`src/rtl/instr_fetch_unit.sv`:
```
// -----------------------------------------------------------------------------
// instr_fetch_unit
//
// Multi-cycle instruction fetch engine. On a fetch command it issues a word
// read to instruction memory over a req/ack handshake, captures the returned
// word, then presents it to the instruction register with a one-cycle IRWre
// strobe. It also produces PC+4 and reports misaligned-address and
// no-response (timeout) faults.
//
// Handshake: mem_req is held high, with mem_addr constant, for as long as the
// engine is in REQ. A cycle in which mem_req=1 and mem_ack=1 at the rising
// edge transfers mem_rdata; that is the only cycle in which mem_rdata is
// sampled. mem_ack in any other state is ignored.
//
// Ports:
//   CLK          in   1   system clock, all state on posedge
//   RST          in   1   asynchronous active-low reset
//   start_fetch  in   1   fetch command, sampled only in IDLE
//   pc_in        in  32   fetch address, sampled with start_fetch
//   flush        in   1   abort an in-flight fetch / clear a fault
//   mem_req      out  1   read request to instruction memory
//   mem_addr     out 32   read address, stable while mem_req=1
//   mem_ack      in   1   memory acknowledge, mem_rdata valid in same cycle
//   mem_rdata    in  32   instruction word from memory
//   ir_data      out 32   captured instruction word
//   IRWre        out  1   instruction register write enable, one-cycle pulse
//   pc_plus4     out 32   fetched address + 4
//   fetch_done   out  1   one-cycle pulse, coincident with IRWre
//   busy         out  1   high in any state except IDLE
//   fault        out  1   misaligned address or timeout, sticky until flush
//   fsm_state    out  2   current FSM state (debug: 0 IDLE,1 REQ,2 DONE,3 ERR)
// -----------------------------------------------------------------------------
module instr_fetch_unit #(
    parameter int unsigned TIMEOUT    = 16,
    parameter logic [31:0] RESET_ADDR = 32'h0000_0000
) (
    input  logic        CLK,
    input  logic        RST,
    input  logic        start_fetch,
    input  logic [31:0] pc_in,
    input  logic        flush,
    output logic        mem_req,
    output logic [31:0] mem_addr,
    input  logic        mem_ack,
    input  logic [31:0] mem_rdata,
    output logic [31:0] ir_data,
    output logic        IRWre,
    output logic [31:0] pc_plus4,
    output logic        fetch_done,
    output logic        busy,
    output logic        fault,
    output logic [1:0]  fsm_state
);

    typedef enum logic [1:0] {
        S_IDLE = 2'd0,
        S_REQ  = 2'd1,
        S_DONE = 2'd2,
        S_ERR  = 2'd3
    } state_t;

    // Counter value of the last REQ cycle that may still accept an ack.
    localparam logic [7:0] LAST_CNT = 8'(TIMEOUT - 1);

    state_t      state;
    state_t      state_nxt;
    logic [7:0]  cnt;
    logic [7:0]  cnt_nxt;
    logic [31:0] addr_nxt;
    logic [31:0] ir_nxt;
    logic [31:0] pp4_nxt;
    logic        req_nxt;
    logic        irwre_nxt;
    logic        busy_nxt;
    logic        fault_nxt;
    logic        accept;

    // An ack is accepted only in REQ and only when no flush races it.
    assign accept    = (state == S_REQ) && mem_ack && !flush;
    assign fsm_state = state;

    // ---------------------------------------------------------------- state reg
    always_ff @(posedge CLK or negedge RST) begin
        if (!RST) begin
            state <= S_IDLE;
        end else begin
            state <= state_nxt;
        end
    end

    // ---------------------------------------------------------- next-state comb
    always_comb begin
        state_nxt = state;
        unique case (state)
            S_IDLE: begin
                if (start_fetch) begin
                    state_nxt = (pc_in[1:0] == 2'b00) ? S_REQ : S_ERR;
                end
            end
            S_REQ: begin
                if (flush) begin
                    state_nxt = S_IDLE;
                end else if (mem_ack) begin
                    state_nxt = S_DONE;
                end else if (cnt >= LAST_CNT) begin
                    state_nxt = S_ERR;
                end
            end
            S_DONE: begin
                state_nxt = S_IDLE;
            end
            S_ERR: begin
                if (flush) begin
                    state_nxt = S_IDLE;
                end
            end
            default: state_nxt = S_IDLE;
        endcase
    end

    // -------------------------------------------------------------- output comb
    // Every output is registered, so this block computes the values the
    // output registers take at the next edge, derived from the next state.
    always_comb begin
        req_nxt   = (state_nxt == S_REQ);
        irwre_nxt = (state_nxt == S_DONE);
        busy_nxt  = (state_nxt != S_IDLE);
        fault_nxt = (state_nxt == S_ERR);

        addr_nxt = mem_addr;
        ir_nxt   = ir_data;
        pp4_nxt  = pc_plus4;
        cnt_nxt  = cnt;

        if (state == S_IDLE && start_fetch) begin
            addr_nxt = pc_in;
            cnt_nxt  = 8'd0;
        end
        if (state == S_REQ && !mem_ack) begin
            cnt_nxt = cnt + 8'd1;
        end
        if (accept) begin
            ir_nxt  = mem_rdata;
            pp4_nxt = mem_addr + 32'd4;   // wraps modulo 2^32
        end
    end

    // --------------------------------------------------------- output registers
    always_ff @(posedge CLK or negedge RST) begin
        if (!RST) begin
            mem_req    <= 1'b0;
            mem_addr   <= RESET_ADDR;
            ir_data    <= 32'd0;
            IRWre      <= 1'b0;
            fetch_done <= 1'b0;
            pc_plus4   <= RESET_ADDR + 32'd4;
            busy       <= 1'b0;
            fault      <= 1'b0;
            cnt        <= 8'd0;
        end else begin
            mem_req    <= req_nxt;
            mem_addr   <= addr_nxt;
            ir_data    <= ir_nxt;
            IRWre      <= irwre_nxt;
            fetch_done <= irwre_nxt;
            pc_plus4   <= pp4_nxt;
            busy       <= busy_nxt;
            fault      <= fault_nxt;
            cnt        <= cnt_nxt;
        end
    end

endmodule
```
`config.mk`:
```
export PLATFORM = sky130hd
export DESIGN_NAME = instr_fetch_unit
export DESIGN_NICKNAME = d
export VERILOG_FILES = /design/src/rtl/instr_fetch_unit.sv
export SDC_FILE = /design/constraint.sdc
export NUM_CORES = 1
export LEC_CHECK = 0
export CAP_MARGIN = 25
export CORE_MARGIN = 3
export CORE_UTILIZATION = 40
export DETAILED_ROUTE_END_ITERATION = 12
export PLACE_DENSITY_LB_ADDON = 0.3
export SLEW_MARGIN = 0
export SYNTH_ARGS = -nofsm -noshare
export SYNTH_HDL_FRONTEND = slang
export SYNTH_SLANG_ARGS = --single-unit
```
`constraint.sdc`:
```
create_clock -name CLK -period 1.6 [get_ports CLK]
set_input_delay 0.16 -clock CLK [delete_from_list [all_inputs] [get_ports CLK]]
set_output_delay 0.16 -clock CLK [all_outputs]
set_load 0.05 [all_outputs]
```
==> results of run 1 <==
## final timing paths
check                               end  cells past startpoint         from  slack (ns)
hold reg to reg                  cnt[7]                      1       cnt[7]        0.48
setup / recovery           pc_plus4[26]                      7  mem_addr[3]        0.03
setup reg to reg           pc_plus4[26]                      7  mem_addr[3]        0.03
max in group asynchronous  mem_addr[15]                      3          RST        0.73
hold / removal                  mem_req                      2          RST        0.31
min in group CLK           mem_addr[18]                      3    pc_in[18]        0.34
## layout make-up
class | instances | share of cell area [%]
Clock buffer | 13 | 3.967
Sequential cell | 110 | 39.35
Inverter | 4 | 0.2125
Clock inverter | 3 | 0.5667
Timing Repair Buffer | 216 | 26.35
Multi-Input combinational cell | 306 | 27.08
Tap cell | 140 | 2.479
## Yosys cell counts, types with 2 or more instances
library cell	instances	area, um^2
and3_1	6	37.54
clkbuf_1	10	37.54
xnor2_1	8	70.07
dfrtp_1	109	2728
inv_1	4	15.01
nand4_1	10	62.56
nor4_4	2	42.54
buf_2	6	30.03
a21oi_2	6	52.55
nor2_1	40	150.1
a21oi_1	22	110.1
nand3_1	13	65.06
a31oi_1	2	12.51
mux2i_1	2	20.02
buf_1	2	7.510
o21ai_0	13	65.06
xor2_1	20	175.2
nor3_1	3	15.01
ha_1	2	25.02
mux2_2	35	394.1
nand2_1	109	409.1
and2_1	3	18.77
and4_1	2	17.52
## cell families after synthesis
| group | after synthesis | synth area share (%) |
|---|---|---|
| AO/OA/AOI/OAI | 45 | 5.486 |
| buffers and inverters | 23 | 2.087 |
| AND/OR/NAND/NOR | 194 | 18.89 |
| multiplexers | 37 | 8.857 |
| XOR/XNOR | 28 | 5.245 |
| adder cells (fa/ha/maj) | 2 | 0.5351 |
| flip-flops | 110 | 58.90 |
## sequential cells by signal, indices dropped and copies added, names as in the netlist
signal	cells
ir_data	32
mem_addr	32
pc_plus4	32
cnt	8
fsm_state	2
busy	1
fault	1
fetch_done	1
mem_req	1
## layer usage
layer,wire (um),vias up,GRT usage (%)
met5,0,-,0
met4,84,0,4.276
met3,963,7,6.131
met2,5921,127,31.19
met1,4886,1825,22.59
li1,-,1874,-
## worst register-to-register path, stage by stage, from the launching register on
cell and delay [ns]:
dfrtp_2 0.42, ha_4 0.17, nand3_4 0.08, nor4_4 0.23
buf_6 0.17, nand4_1 0.10, xor2_1 0.17, a21oi_1 0.15
## through the flow
| stage | hold slack [ns] | worst slack [ns] |
|---|---|---|
| floorplan | -0.1356 | -0.1852 |
| global placement | 0.1263 | -0.01129 |
| detailed placement | 0.1361 | -0.07530 |
| CTS | 0.3078 | -0.01538 |
| global route | 0.3408 | -0.09365 |
| finish | 0.3097 | 0.02526 |
## what timing repair did
item,4_1_cts,5_1_grt
setup endpoints to repair,7,18
setup buffers,2,6
endpoints found under the hold margin,28,0
pin swaps,1,15
resized for setup,1,12
hold buffers,1,0
## power by group through the flow
stage / sequential (uW) / clock, uW / combinational (uW)
2_1_floorplan: 9440 / 0 / 1700
3_3_place_gp: 5000 / 0 / 9310
3_5_place_dp: 5070 / 0 / 9430
4_1_cts: 5010 / 2420 / 9490
5_1_grt: 5230 / 2550 / 10000
6_report: 5030 / 2350 / 9510
==> results.ini, run 1 <==
[outcome]
status = completed

[detailed_routing]
drc_errors = 0
routed_wl_mm = 11.86
vias = 3833
post_drt_wl_per_cell_um = 14.97
viasPerCell = 4.840
drt_iter0_drc = 146
drtPass1Iterations = 4
ant_nets = 0

[final_layout]
layout_common_cells = 141 x buf_4, 108 x nand2_1, 88 x dfrtp_1
regArea_mm2 = 0.002780
multi_input_area_mm2 = 0.001913
drive_above_1_share_pct = 37.27
finalInstanceArea_mm2 = 0.007066
fin_util_pct = 63.51
fillerInstances = 932
area_delta_synth_final_pct = 51.11
layout_commonest_cell = buf_4
insertedDiodeCount = 0
final_nets = 718
fin_cells = 792

[timing]
post-route-period-util_pct = 98.42
final-hold-violation-count = 0
rsz0062_at_grt = yes
fin_tns_setup_ns = 0
setup_viol = 0
tightest_slew_ns = 0.4329
fmax_ghz = 0.6350
slew_viol_final = 0
clock_skew_ns = 0.006800
slew_headroom_pct = 71.14
final.min_clock_period_ns = 1.575

[yosys]
yosys_warnings = 0
synth_flop_cell = dfrtp_1
synthCells = 439
ys_ff_latch = 110
async_flop_share_pct = 100.0
ys_types = 33
synth_area_mm2 = 0.004676
synth_nets = 510
synth.yosys.seq_area_share_pct = 58.90
synth-edff-count = 0
syn_avg_cell_area_um2 = 10.65

[power]
power_frac_clock_pct = 13.9
p_total_uw = 16890
ir_worst_vdd_v = 0.001600
combPwrFrac_pct = 56.3
pwr-share-seq_pct = 29.8
p_sw_uw = 8302
p_sw_share_pct = 49.15
p_per_area_mw_per_mm2 = 2390
p_leak_uw = 0.003285
intPower_uw = 8588

[setup_path]
path_cells = ha_4 > nand3_4 > nor4_4 > buf_6 > nand4_1 > xor2_1 > a21oi_1
slowest_delay_ns = 0.42
crit_arrival_ns = 1.84
start_kind = flip-flop
required_ns = 1.86
cp-end-kind = flip-flop
path_delay_family = flip-flops
crit_fanout = 7
crit_buf_inv = 1
crit_slowest_cell = dfrtp_2
critical_path_class = reg -> reg

[placed_design]
dp.cells = 767
hpwl_mm = 9.044
numPortBuffers = 171
place_area_mm2 = 0.006609
routabilityCongestion = 0.7743

[grt]
grt_pass1_wl_mm = 19.18
grt_antenna_before_repair = 0
grt_pass1_vias = 3799
grt_start_max_net_pins = 40
grt_usage_pct = 18.30
grt_overflow = 0

[floorplan]
fp.dieW_um = 114.1
start_util_pct = 42.03
coreArea_mm2 = 0.01113
fp.dieH_um = 114.1
die_area_mm2 = 0.01302
io_pins = 172
num_rows = 38

[cts]
worstSkewPairLatency_ns = 0.34
htreeDepth = 3
cts_tree = yes
root_buffer = clkbuf_16
cts_buffers = 9
clk_pin_slew_ns = 0.07
clockBufferDepth = 2
cts_sinks = 110

[hold_path]
hp-class = in -> async

[flow_run]
drv_cap = 0

Power figures use the tool's default switching activity.
==> run 2, diff against run 1 <==
--- a/config.mk
+++ b/config.mk
@@ -9,7 +9,7 @@
 export CORE_MARGIN = 3
 export CORE_UTILIZATION = 40
 export DETAILED_ROUTE_END_ITERATION = 12
-export PLACE_DENSITY_LB_ADDON = 0.3
+export PLACE_DENSITY = 0.76
 export SLEW_MARGIN = 0
 export SYNTH_ARGS = -nofsm -noshare
 export SYNTH_HDL_FRONTEND = slang
==> run 2 against run 1 <==
  * Clock power up 8.5%
  * Largest power group unchanged
  * Design area fell by 0.18%
  * Flip-flop and latch count did not move
  * Combinational power about the same
==> results.ini, run 2 (synthesized netlist as in run 1, its figures left out) <==
[setup_path]
timing.rr.start = mem_addr[3]
crit_arrival_ns = 1.80
crit_slowest_cell = dfrtp_2
path_cells = ha_4 > nand3_4 > nor4_4 > buf_6 > nand4_1 > xor2_1 > a21oi_1
required_ns = 1.86
start_kind = flip-flop
crit_start = mem_addr[3]
r2r_slack_ns = 0.06
reg2reg_depth = 7
crit_path_end = pc_plus4[26]
cp-end-kind = flip-flop
crit_fanout = 7
critical_path_class = reg -> reg
worst_r2r_endpoint = pc_plus4[26]
slowest_delay_ns = 0.40

[timing]
final.min_clock_period_ns = 1.538
fmax_ghz = 0.6500
slew_headroom_pct = 76.95
post-route-period-util_pct = 96.15
rsz0062_at_grt = yes
setup_viol = 0
final-hold-violation-count = 0
tightest_slew_ns = 0.3458
fin_ws_ns = 0.06165
slew_viol_final = 0
clock_skew_ns = 0.008578

[floorplan]
coreArea_mm2 = 0.01113
fp.dieH_um = 114.1
die_area_mm2 = 0.01302
fp.dieW_um = 114.1
io_pins = 172
start_util_pct = 42.03
num_rows = 38

[detailed_routing]
ant_nets = 0
drtPass1Iterations = 4
drc_errors = 0
post_drt_wl_per_cell_um = 15.04
vias = 3870
drt_iter0_drc = 206
viasPerCell = 4.911
routed_wl_mm = 11.85

[flow_run]
drv_cap = 0

[cts]
cts_tree = yes
cts_sinks = 110
cts_buffers = 9
root_buffer = clkbuf_16
clockBufferDepth = 2
worstSkewPairLatency_ns = 0.35
clk_pin_slew_ns = 0.07
htreeDepth = 3

[power]
ir_worst_vdd_v = 0.001645
p_sw_share_pct = 48.81
power_frac_clock_pct = 14.9
pwr-share-seq_pct = 29.4
p_per_area_mw_per_mm2 = 2417
p_sw_uw = 8322
combPwrFrac_pct = 55.7
p_leak_uw = 0.003260
p_total_uw = 17050
intPower_uw = 8729

[final_layout]
area_delta_synth_final_pct = 50.84
finalInstanceArea_mm2 = 0.007053
layout_commonest_cell = buf_4
insertedDiodeCount = 0
final_nets = 714
fin_util_pct = 63.39
layout_common_cells = 136 x buf_4, 108 x nand2_1, 88 x dfrtp_1
reg.largest.list = ir_data: 32 flops, mem_addr: 32 flops, pc_plus4: 32 flops
drive_above_1_share_pct = 36.73

[placed_design]
numPortBuffers = 171
routabilityCongestion = 0.8043
hpwl_mm = 8.826
place_area_mm2 = 0.006599
pre_cts_ws_ns = -0.05577

[grt]
grt_pass1_wl_mm = 19.33
grt_start_max_net_pins = 65
grt_antenna_before_repair = 0
grt_usage_pct = 18.56
grt_pass1_vias = 3940
grt_overflow = 0

[outcome]
status = completed

[hold_path]
hp-class = in -> async

run 2: final cells by class:
cell class | count | area, um^2
inverters | 4 | 15.01
repair buffers | 212 | 1844
clock buffers | 9 | 225.2
flip-flops and latches | 110 | 2780
fillers | 872 | 4073
multi-input cells | 306 | 1893
well taps | 140 | 175.2
clock inverters | 7 | 120.1
run 2: power by group through the flow:
stage / logic (uW) / clock network [uW] / registers (uW)
final: 9490 / 2550 / 5010
after global routing: 9970 / 2730 / 5210
after CTS: 9450 / 2610 / 5040
after detailed placement: 9410 / 0 / 5050
after global placement: 9290 / 0 / 5000
after floorplan: 1700 / 0 / 9440
run 2: worst min path at each step:
stage | startpoint | cells past startpoint | to | slack, ns
final | RST | 3 | mem_addr[26] | 0.34
after CTS | pc_in[3] | 3 | mem_addr[3] | 0.33
after global routing | pc_in[20] | 3 | mem_addr[20] | 0.35
after detailed placement | RST | 2 | mem_addr[26] | 0.17
after floorplan | RST | 0 | busy | -0.14
after global placement | RST | 2 | mem_addr[25] | 0.17
run 2: critical path, delay by kind of cell, from the launching register on:
kind            cells  cell delay, ns
simple gates        3            0.42
compound gates      1            0.14
flops               1            0.40
fa+ha+maj           1            0.15
buf+inv             1            0.17
xor+xnor            1            0.17
run 2: metal layers:
layer / global-route usage [%] / vias to the layer above / wire [um]
met2: 31.15 / 141 / 5874
met4: 6.413 / 0 / 132
met5: 0 / - / 0
met1: 23.11 / 1845 / 4853
met3: 5.127 / 9 / 989
li1: - / 1875 / -
run 2: stage by stage:
step           std cells  hold WS (ns)  setup TNS [ns]
2_1_floorplan        439       -0.1356          -2.184
3_3_place_gp         764        0.1704       -0.002008
3_5_place_dp         764        0.1744          -1.191
4_1_cts              783        0.3284               0
5_1_grt              788        0.3460         -0.1136
6_report             788        0.3394               0
run 2: repair_timing:
action / 4_1_cts / 5_1_grt
endpoints found under the hold margin: 109 / 0
setup buffers: 2 / 5
gates cloned: 0 / 0
gates resized for setup: 3 / 6
endpoints found under the setup margin: 4 / 15
hold buffers: 1 / 0
pin swaps: 0 / 8
==> RTL change, RTL diff (settings of run 1) <==
Take the reset off `ir_data` and load it in a clocked block of its own.
--- a/src/rtl/instr_fetch_unit.sv
+++ b/src/rtl/instr_fetch_unit.sv
@@ -150,7 +150,6 @@
         if (!RST) begin
             mem_req    <= 1'b0;
             mem_addr   <= RESET_ADDR;
-            ir_data    <= 32'd0;
             IRWre      <= 1'b0;
             fetch_done <= 1'b0;
             pc_plus4   <= RESET_ADDR + 32'd4;
@@ -160,7 +159,6 @@
         end else begin
             mem_req    <= req_nxt;
             mem_addr   <= addr_nxt;
-            ir_data    <= ir_nxt;
             IRWre      <= irwre_nxt;
             fetch_done <= irwre_nxt;
             pc_plus4   <= pp4_nxt;
@@ -170,4 +168,8 @@
         end
     end
 
+    always_ff @(posedge CLK) begin
+        ir_data <= ir_nxt;
+    end
+
 endmodule
Formal check against the unedited RTL: differs if RST is asserted again (counterexample within 4 cycles, from zero or initial values and one cycle with RST low); with RST held inactive, the same outputs for 10 cycles.
==> RTL change against run 1 <==
The flow now finishes with violations (setup timing). Design area decreased by 2.0%. Count of clock-buffer cells in the layout decreased by 3. Sequential share of layout area increased by 3.2 points. Clock skew about the same. Combinational power decreased by 22%. Area after synthesis decreased by 4.0%. Wire length increased by 1.5%. Sequential cell count unchanged. Core utilization increased by 0.077 points. Critical path depth decreased by 2. Total power decreased by 20%. Sequential power decreased by 11%. Non-clock buffer count increased by 11. Worst setup slack got worse by 0.25 ns. Critical path type unchanged.
==> RTL change: results (changes against run 1) <==
| Metric | Value |
|---|---|
| CP Data Arrival Time | `2.08 ns (+0.24 ns)` |
| Final setup violating endpoints | `14 (+14)` |
| Violated checks | `setup timing` |
| Wire length after detailed routing | `12.0 mm (+1.5%)` |
| Critical Path Sink | `pc_plus4[25]` |
| Worst-path fanout max | `9 (+2)` |
| Area post-placement | `0.00668 mm2 (+1.1%)` |
| Vias per cell | `4.88 (+0.73%)` |
| Worst slack at placement | `-0.261 ns (-0.186 ns)` |
| Final net count | `703 (-2.1%)` |
| Met2 routing resource usage after global routing | `34.5% (+3.3 points)` |
| Switching fraction of total power | `47.8% (-1.4 points)` |
| Vias in the first global route | `3850 (+1.3%)` |
| Final setup slack of the worst path | `-0.221 ns (-0.247 ns)` |
| M1 wire length | `4.84 mm (-0.88%)` |
| Flop+latch power | `4460 uW (-11%)` |
| Cell count of the worst reg-to-reg path | `5 (-2)` |
| Clock tree root driver cell | `clkbuf_8` |
| Result of the run | `finished with violations` |
| Launch instance of the worst register-to-register path | `mem_addr[13]` |
| Routing usage on met1 | `23.2% (+0.59 points)` |
| Post-Synthesis Cells | `412 (-6.2%)` |
| Register share of total power | `33.0% (+3.2 points)` |
| Worst vdd rail ir drop | `1.59 mV (-0.38%)` |
| Post-synthesis sequential area ratio | `64.9% (+6.0 points)` |
| Maximum number of pins on one net before global-route repair | `38 (-5.0%)` |
| Largest stage delay on the critical path | `0.53 ns (+0.11 ns)` |
| Post-synth EDFFs | `32 (+32)` |
| Ys async rst share | `70.9% (-29 points)` |
| Ranking of synthesized cells by area | `dfrtp_1 43%, edfxtp_1 21%, nand2_1 8.3%` |
| Clock Pin Slew Worst Setup and Hold Paths | `0.10 ns (+0.03 ns)` |
| Detail Route met2 WL | `6.29 mm (+6.2%)` |
| Maximum clock skew at final layout | `0.00704 ns (+0.000240 ns)` |
| Crit Reg-Reg Endpoint | `pc_plus4[25]` |
-- RTL change: cell count changes in the layout (fill, tap and decap cells not counted), moves of 6 or more --
cell / change
o21ai_0: +6
dfrtp_1: -34
mux2_2: -32
xnor2_1: +18
edfxtp_1: +32
inv_1: +6
nand2_1: -10
xor2_1: -18
clkbuf_16: -9
buf_4: +13
-- RTL change: final cells by class --
type / count / area (um2)
clock buffer: 10 / 128
clock inverter: 6 / 62.6
sequential: 110 / 2940
inverter: 10 / 37.5
timing repair buffer: 227 / 1940
fill: 878 / 3970
tap: 140 / 175
multi-input combinational: 274 / 1640
-- RTL change: logic make-up after synthesis --
kind of cell / count (synthesis) / share of synthesized area (%)
AO/OA/AOI/OAI: 51 / 6.13
XOR/XNOR: 28 / 5.46
adder cells (fa/ha/maj): 2 / 0.557
buffers and inverters: 28 / 2.76
flip-flops: 110 / 64.9
multiplexers: 5 / 1.20
AND/OR/NAND/NOR: 188 / 19.0
